## config.mk

```make
export PLATFORM = sky130hd
export DESIGN_NAME = fetch_flat
export DESIGN_NICKNAME = d
export VERILOG_FILES = /design/src/rtl/fetch_pkg.sv /design/src/rtl/fetch_if.sv /design/src/rtl/fetch_skid.sv /design/src/rtl/fetch.sv /design/src/flat_wrapper.sv
export SDC_FILE = /design/constraint.sdc
export NUM_CORES = 1
export LEC_CHECK = 0
export CAP_MARGIN = 10
export CORE_ASPECT_RATIO = 2
export CORE_MARGIN = 5
export CORE_UTILIZATION = 28
export DETAILED_ROUTE_END_ITERATION = 10
export SETUP_SLACK_MARGIN = 0.4
export SYNTH_ARGS = -nofsm -noshare
export SYNTH_HDL_FRONTEND = slang
export SYNTH_SLANG_ARGS = --single-unit
export TNS_END_PERCENT = 50
```

## constraint.sdc

```tcl
create_clock -name clk -period 2.53 [get_ports clk]
set_input_delay 0.506 -clock clk [delete_from_list [all_inputs] [get_ports clk]]
set_output_delay 0.506 -clock clk [all_outputs]
set_load 0.01 [all_outputs]
```

## src/rtl/fetch_pkg.sv

```systemverilog
// Shared fetch-stage types and constants.
package fetch_pkg;

   localparam int PC_W_DEF = 14;

   localparam logic [63:0] NOP_BUNDLE = {3'b111, 29'b0, 3'b111, 29'b0};

   typedef enum logic {
      RUN   = 1'b0,
      STALL = 1'b1
   } fetch_state_t;

endpackage

```

## src/rtl/fetch_if.sv

```systemverilog
// Fetch-stage bus: decode handshake, redirect, instruction memory and status.
interface fetch_if
   import fetch_pkg::*;
#(
   parameter int PC_W = PC_W_DEF
);
   logic            interlock;
   logic            decode_stall;
   logic            redirect_valid;
   logic [PC_W-1:0] redirect_pc;
   logic [PC_W-1:0] imem_addr;
   logic [63:0]     imem_rdata;
   logic [63:0]     inst;
   logic [PC_W-1:0] inst_pc;
   logic            inst_valid;
   logic [31:0]     fetch_count;

   modport slave (
      input  interlock, decode_stall, redirect_valid, redirect_pc, imem_rdata,
      output imem_addr, inst, inst_pc, inst_valid, fetch_count
   );

   modport master (
      output interlock, decode_stall, redirect_valid, redirect_pc, imem_rdata,
      input  imem_addr, inst, inst_pc, inst_valid, fetch_count
   );
endinterface

```

## src/rtl/fetch_skid.sv

```systemverilog
// One-entry skid register holding the bundle presented when decode stalled.
module fetch_skid
   import fetch_pkg::*;
#(
   parameter int PC_W = PC_W_DEF
) (
   input  logic            clk,
   input  logic            rstn,
   input  logic            i_load,
   input  logic            i_clear,
   input  logic [63:0]     i_data,
   input  logic [PC_W-1:0] i_pc,
   input  logic            i_valid,
   output logic [63:0]     o_data,
   output logic [PC_W-1:0] o_pc,
   output logic            o_valid
);
   logic [63:0]     r_data;
   logic [PC_W-1:0] r_pc;
   logic            r_valid;

   always_ff @(posedge clk or negedge rstn) begin
      if (!rstn) begin
         r_data  <= NOP_BUNDLE;
         r_pc    <= '0;
         r_valid <= 1'b0;
      end else if (i_clear) begin
         r_valid <= 1'b0;
      end else if (i_load) begin
         r_data  <= i_data;
         r_pc    <= i_pc;
         r_valid <= i_valid;
      end
   end

   assign o_data  = r_data;
   assign o_pc    = r_pc;
   assign o_valid = r_valid;
endmodule

```

## src/rtl/fetch.sv

```systemverilog
// Instruction fetch: one read in flight, skid buffer across decode holds.
//   state | meaning
//   RUN   | inst comes straight from the in-flight memory read
//   STALL | decode is holding; inst replays the skid buffer
module fetch
   import fetch_pkg::*;
#(
   parameter int              PC_W     = PC_W_DEF,
   parameter logic [PC_W-1:0] RESET_PC = '0
) (
   input logic     clk,
   input logic     rstn,
   fetch_if.slave  bus
);
   fetch_state_t    r_state, w_state_nxt;
   logic [PC_W-1:0] r_issue_pc, w_issue_pc_nxt;
   logic [PC_W-1:0] r_rsp_pc, w_rsp_pc_nxt;
   logic            r_rsp_valid, w_rsp_valid_nxt;
   logic [31:0]     r_fetch_count;

   logic            w_hold;
   logic            w_skid_load;
   logic            w_skid_clear;
   logic [63:0]     w_buf_data;
   logic [PC_W-1:0] w_buf_pc;
   logic            w_buf_valid;
   logic [63:0]     w_raw_inst;
   logic [PC_W-1:0] w_raw_pc;
   logic            w_raw_valid;
   logic [63:0]     w_inst;
   logic            w_inst_valid;

   assign w_hold = bus.interlock | bus.decode_stall;

   fetch_skid #(.PC_W(PC_W)) u_skid (
      .clk     (clk),
      .rstn    (rstn),
      .i_load  (w_skid_load),
      .i_clear (w_skid_clear),
      .i_data  (w_raw_inst),
      .i_pc    (r_rsp_pc),
      .i_valid (r_rsp_valid),
      .o_data  (w_buf_data),
      .o_pc    (w_buf_pc),
      .o_valid (w_buf_valid)
   );

   always_ff @(posedge clk or negedge rstn) begin
      if (!rstn) begin
         r_state     <= RUN;
         r_issue_pc  <= RESET_PC;
         r_rsp_pc    <= '0;
         r_rsp_valid <= 1'b0;
      end else begin
         r_state     <= w_state_nxt;
         r_issue_pc  <= w_issue_pc_nxt;
         r_rsp_pc    <= w_rsp_pc_nxt;
         r_rsp_valid <= w_rsp_valid_nxt;
      end
   end

   // Redirect wins over hold, hold wins over advance.
   always_comb begin
      w_state_nxt     = r_state;
      w_issue_pc_nxt  = r_issue_pc;
      w_rsp_pc_nxt    = r_rsp_pc;
      w_rsp_valid_nxt = r_rsp_valid;
      w_skid_load     = 1'b0;
      w_skid_clear    = 1'b0;
      if (bus.redirect_valid) begin
         w_issue_pc_nxt  = bus.redirect_pc;
         w_rsp_valid_nxt = 1'b0;
         w_skid_clear    = 1'b1;
         w_state_nxt     = RUN;
      end else if (w_hold) begin
         if (r_state == RUN) begin
            w_skid_load     = 1'b1;
            w_rsp_valid_nxt = 1'b0;
            w_state_nxt     = STALL;
         end
      end else begin
         w_rsp_pc_nxt    = r_issue_pc;
         w_rsp_valid_nxt = 1'b1;
         w_issue_pc_nxt  = r_issue_pc + PC_W'(1);
         w_skid_clear    = 1'b1;
         w_state_nxt     = RUN;
      end
   end

   always_comb begin
      w_raw_inst  = NOP_BUNDLE;
      w_raw_pc    = r_rsp_pc;
      w_raw_valid = 1'b0;
      if (r_state == RUN) begin
         w_raw_inst  = r_rsp_valid ? bus.imem_rdata : NOP_BUNDLE;
         w_raw_pc    = r_rsp_pc;
         w_raw_valid = r_rsp_valid;
      end else begin
         w_raw_inst  = w_buf_valid ? w_buf_data : NOP_BUNDLE;
         w_raw_pc    = w_buf_pc;
         w_raw_valid = w_buf_valid;
      end
   end

   // A resolved redirect means the bundle on inst is wrong-path.
   assign w_inst       = bus.redirect_valid ? NOP_BUNDLE : w_raw_inst;
   assign w_inst_valid = w_raw_valid & ~bus.redirect_valid;

   always_ff @(posedge clk or negedge rstn) begin
      if (!rstn) begin
         r_fetch_count <= '0;
      end else if (w_inst_valid && !w_hold) begin
         r_fetch_count <= r_fetch_count + 32'd1;
      end
   end

   assign bus.imem_addr   = r_issue_pc;
   assign bus.inst        = w_inst;
   assign bus.inst_pc     = w_raw_pc;
   assign bus.inst_valid  = w_inst_valid;
   assign bus.fetch_count = r_fetch_count;
endmodule
```

## src/flat_wrapper.sv

```systemverilog
// flat-port wrapper written by rule: the top's interface ports become plain ports
module fetch_flat import fetch_pkg::*;
#(
   parameter int              PC_W     = PC_W_DEF,
   parameter logic [PC_W-1:0] RESET_PC = '0
)
  (clk, rstn, bus_interlock, bus_decode_stall, bus_redirect_valid, bus_redirect_pc, bus_imem_rdata, bus_imem_addr, bus_inst, bus_inst_pc, bus_inst_valid, bus_fetch_count);
  fetch_if #(.PC_W(PC_W)) bus_i ();
  input logic clk;
  input logic rstn;
  input wire logic [$bits(bus_i.interlock)-1:0] bus_interlock;
  input wire logic [$bits(bus_i.decode_stall)-1:0] bus_decode_stall;
  input wire logic [$bits(bus_i.redirect_valid)-1:0] bus_redirect_valid;
  input wire logic [$bits(bus_i.redirect_pc)-1:0] bus_redirect_pc;
  input wire logic [$bits(bus_i.imem_rdata)-1:0] bus_imem_rdata;
  output wire logic [$bits(bus_i.imem_addr)-1:0] bus_imem_addr;
  output wire logic [$bits(bus_i.inst)-1:0] bus_inst;
  output wire logic [$bits(bus_i.inst_pc)-1:0] bus_inst_pc;
  output wire logic [$bits(bus_i.inst_valid)-1:0] bus_inst_valid;
  output wire logic [$bits(bus_i.fetch_count)-1:0] bus_fetch_count;
  assign bus_i.interlock = bus_interlock;
  assign bus_i.decode_stall = bus_decode_stall;
  assign bus_i.redirect_valid = bus_redirect_valid;
  assign bus_i.redirect_pc = bus_redirect_pc;
  assign bus_i.imem_rdata = bus_imem_rdata;
  assign bus_imem_addr = bus_i.imem_addr;
  assign bus_inst = bus_i.inst;
  assign bus_inst_pc = bus_i.inst_pc;
  assign bus_inst_valid = bus_i.inst_valid;
  assign bus_fetch_count = bus_i.fetch_count;
  fetch #(.PC_W(PC_W), .RESET_PC(RESET_PC)) u_core (.clk(clk), .rstn(rstn), .bus(bus_i));
endmodule
```

## Word-level counts from Yosys, hierarchy flattened

Index checks and enable logic that the tools add are counted.
W data, S select, Z words.

| storage, ports and cells | value |
|---|---|
| bits in latches | 0 |
| output and inout bits | 125 |
| bits in read-only memories | 0 |
| memories | 0 |
| memory bits (writable) | 0 |
| flip-flop bits (word level) | 141 |
| input port bits | 83 |
| logic and storage cells | 42 |

| cells by class | value |
|---|---|
| equal/unequal tests | 2 |
| shifts and indexed selects | 0 |
| $add $sub $neg | 2 |
| order comparisons | 0 |
| reduce and logical (&&, ||, !) cells | 5 |
| $mul | 0 |
| div/mod/pow operators | 0 |
| bitwise operators | 5 |
| multiplexer cells | 20 |

Operators by type and width:

| operator | count |
|---|---|
| $mux W64 | 4 |
| $mux W14 | 3 |
| $add A32 B1 Y32 const B | 1 |
| $add A14 B1 Y14 const B | 1 |
| $mux W1 | 13 |
| $reduce_and A2 Y1 | 2 |
| $ne A3 B3 Y1 const B | 1 |
| $not A1 Y1 | 3 |
| $ne A2 B2 Y1 const B | 1 |
| $reduce_bool A2 Y1 | 1 |
| $and A1 B1 Y1 | 1 |
| $logic_and A1 B1 Y1 | 1 |
| $logic_not A1 Y1 | 1 |
| $or A1 B1 Y1 | 1 |

## Logic depth before layout (Yosys ltp)

| logic depth | value |
|---|---|
| word-level depth | 5 |
| depth in mapped cells | 7 |
| depth with buffers taken out | 5 |

## Hierarchy

Synthesis repeated with hierarchy kept, for this count alone.

| unflattened totals | value |
|---|---|
| cells, all modules | 628 |
| area total of the unflattened synthesis | 7206.9 sq um |

Modules (own cells, without submodules):

| module | cells each | area an instance (sq um) | instances | seq. area each (sq um) |
|---|---|---|---|---|
| fetch | 459 | 4141.5 | 1 | 1551.5 |
| fetch_skid | 169 | 3065.4 | 1 | 1984.4 |

## Worst setup path before layout

OpenSTA, ideal clock, no wires.

| path | value |
|---|---|
| path type | register -> output |
| start point | reg u_core.r_state |
| end point | out bus_inst[41] |
| arrival | 1.813 ns |
| data required time | 2.024 ns |
| path buffers | 4 |
| slack | 0.211 ns |
| cell stages (with the launch flop) | 8 |
| path through | dfrtp_1 > buf_1 > and2_1 > clkbuf_1 > clkbuf_1 > buf_1 > nand2_1 > a21oi_1 |

| between the ends | value |
|---|---|
| cells in the longest elaborated chain, start to end | 2 |

RTL lines:

| what | RTL line | source |
|---|---|---|
| start: declaration | fetch.sv:15 | `fetch_state_t r_state, w_state_nxt;` |
| start signal: assignment | fetch.sv:55 | `r_state <= w_state_nxt;` |
| $mux W64 | fetch.sv:94 | `if (r_state == RUN) begin` |
| $mux W64 | fetch.sv:106 | `assign w_inst = bus.redirect_valid ? NOP_BUNDLE : w_raw_inst;` |
| end: declaration | flat_wrapper.sv:17 | `output wire logic [$bits(bus_i.inst)-1:0] bus_inst;` |

No other way between the ends.

## Worst setup path after layout

| path | value |
|---|---|
| start point | reg u_core.r_state |
| end point | out bus_inst[38] |

Same word-level chain as after synthesis.

==> flow_summary.ini <==
[outcome]
outcome = finished, final reports clean

[setup_path]
r2r-start = u_core.r_state
worstSetupPathType = register to output port
max_stage_delay_ns = 0.47
r2r_slack_ns = 0.19
path_cells = nor2b_4 > buf_12 > buf_12 > buf_16 > nand2_1 > a21oi_2 > buf_2
crit_buf_inv = 4
cp-startpoint = u_core.r_state
crit_path_top_delay_cell = dfrtp_2
start_kind = register
arrival_ns = 1.87
reg2reg_depth = 8
crit_top_cell = buf_12
crit_cells = 7
crit_end = bus_inst[38]
cp_max_fo = 7
cp_top_family = buffers and inverters
reg2reg_to = u_core.bus.fetch_count[25]
required_ns = 2.02
cp-end-kind = output port

[synthesis]
synth_cells = 733
synth_area_leaders = dfrtp_1 (50%), nand2_1 (12%), mux2_2 (6.9%)
async_reset_ff_frac = 1.00
synth_area_mm2 = 0.00674
syn_avg_cell_area_um2 = 9.19
synth_edf_count = 0
yosysSeqAreaShare = 0.525
yosysMostFrequentCell = nand2_1
synth_common_cells = nand2_1 (212), dfrtp_1 (135), o21ai_0 (79), a21oi_1 (59), mux2_2 (41)
yosysWarnings = 0
ys_dominant_reg_cell = dfrtp_1
synth_cell_type_count = 37
syn_nets = 818
yosysTopAreaCellShare = 0.501
yosysTopAreaCell = dfrtp_1
ys_seq_elements = 141

[timing]
slew_violations = 0
fin_crit_ns = 2.38
fin_crit_sh = 0.940
hold_viol_final = 0
rsz0062_at_grt = true
worst_pin_slew_ns = 0.512
skew_ns = 0.00987
setup_viol = 0
fmax_ghz = 0.421
max-slew-margin-rel = 0.659

[power]
p_per_area_mw_per_mm2 = 598
p_sw_uw = 1860
p_seq_frac = 0.427
leakage_uw = 0.00460
swShare = 0.297
irDropWorstVdd_v = 0.000333
power_frac_comb = 0.173
fin_total_pwr_uw = 6280
internal-power_uw = 4410
clkPwrFrac = 0.400

[detailed_routing]
post_drt_wl_per_cell_um = 18.5
vias = 6103
first_iter_violations = 295
postRouteAntennaNets = 0
post-route-drc-count = 0
avgViaCountPerCell = 4.83
drt-total-wl_mm = 23.4
drt_first_pass_iters = 5

[clock_network]
cts_made_buffers = 17
clk_path_buf_depth = 2
path_clk_slew_ns = 0.07
htree_levels = 4
hold_buffers = 0
clock_sinks = 141
tritoncts = yes
cts-root-buf = clkbuf_16
clk_latency_ns = 0.43

[global_routing]
grt_remaining_overflow = 0
grt.total_usage = 0.170
grt_pass1_wl_mm = 35.7
grt_pass1_vias = 6384
antenna_found_initial = 1
grt_max_degree = 69

[floorplanning]
io_pins = 208
num_rows = 80
start_util = 0.283
die-width_um = 120
die_y_um = 229
die_area_mm2 = 0.0274
core-area_mm2 = 0.0238

[layout]
drive_above_1_share = 0.287
fin_nets = 1047
synthToLayoutAreaGrowth_pct = 55.9
ff_latch_area_mm2 = 0.00354
final_cell_count_no_fill = 1263
fin_util = 0.441
fillers = 2338
multi_input_area_mm2 = 0.00338

[flow_run]
maxCapViolCount = 0

[placed_design]
dpl.hpwl_mm = 15.3
placedCellCount = 1203
place.gp.congestion = 0.795
numPortBuffers = 207

[worst_hold_path]
hold_path.class = input port to asynchronous set/reset pin
-- per-stage QoR --
stage	hold WS [ns]	cell area [um^2]	TNS, ns	setup slack [ns]
final	0.0186	10500	0	0.152
after detailed placement	0.471	9270	-0.0467	-0.0319
after global placement	0.459	9270	-0.00142	-0.00142
after global routing	0.0602	10500	0	0.0564
after floorplan	0.210	6740	0	0.424
after CTS	0.0262	10100	0	0.146
-- kinds of logic after synthesis --
kind of cell | share of synthesized area
adder cells (fa/ha/maj) | 0.00371
AND/OR/NAND/NOR | 0.201
XOR/XNOR | 0.0559
AO/OA/AOI/OAI | 0.111
buffers and inverters | 0.0325
multiplexers | 0.0715
flip-flops | 0.525
-- worst min-delay path by stage --
stage	to
2_1_floorplan	u_core.bus.fetch_count[0]
3_3_place_gp	u_core.bus.fetch_count[31]
3_5_place_dp	u_core.u_skid.o_data[55]
4_1_cts	u_core.bus.imem_addr[8]
5_1_grt	u_core.bus.imem_addr[8]
6_report	u_core.bus.imem_addr[2]
-- metal layers --
layer / track usage / share of wire / up-vias / wire length [um]
li1: - / - / 2941 / -
met1: 0.176 / 0.35 / 2962 / 8270
met2: 0.328 / 0.58 / 149 / 13400
met3: 0.0235 / 0.030 / 51 / 698
met4: 0.0821 / 0.041 / 0 / 964
met5: 0 / 0 / - / 0
-- area by class of cell --
| class | count | area share |
|---|---|---|
| diodes | 1 | 0.000238 |
| clock buffers | 17 | 0.0405 |
| clock inverters | 15 | 0.0157 |
| inverters | 5 | 0.00179 |
| multi-input cells | 538 | 0.321 |
| flip-flops and latches | 141 | 0.337 |
| well taps | 287 | 0.0342 |
| repair buffers | 259 | 0.249 |
-- power by group through the flow --
stage	registers [uW]	clock network [uW]	logic, uW
after floorplan	2690	0	442
after global placement	2710	0	1060
after detailed placement	2720	0	1070
after CTS	2680	2580	1080
after global routing	2710	2660	1180
final	2680	2510	1090
-- flip-flops by register name (all words and copies together), names as in the netlist --
| signal | cells |
|---|---|
| u_core.bus.fetch_count | 32 |
| u_core.bus.imem_addr | 14 |
| u_core.r_rsp_pc | 14 |
| u_core.r_rsp_valid | 1 |
| u_core.r_state | 1 |
| u_core.u_skid.o_data | 64 |
| u_core.u_skid.o_pc | 14 |
| u_core.u_skid.o_valid | 1 |
-- layout by cell type, fill, tap and decap left out, types with 18 or more instances in the layout --
cell type	synthesis	final
clkbuf_16	0	18
nor2_1	22	19
nand2_1	212	180
o21ai_0	79	79
a21oi_1	59	21
nand2_4	0	22
a21oi_2	0	38
xor2_1	27	27
dlygate4sd2_1	0	20
dfrtp_1	135	134
buf_4	0	33
buf_2	1	41
clkdlybuf4s50_1	0	126
mux2_2	41	41
-- timing repair --
item                       CTS  global route
gates cloned                 9             2
setup buffers                9             7
resized for setup          290            88
pin swaps                   13            42
setup endpoints to repair   81            93
(Power assumes the default switching activity.)
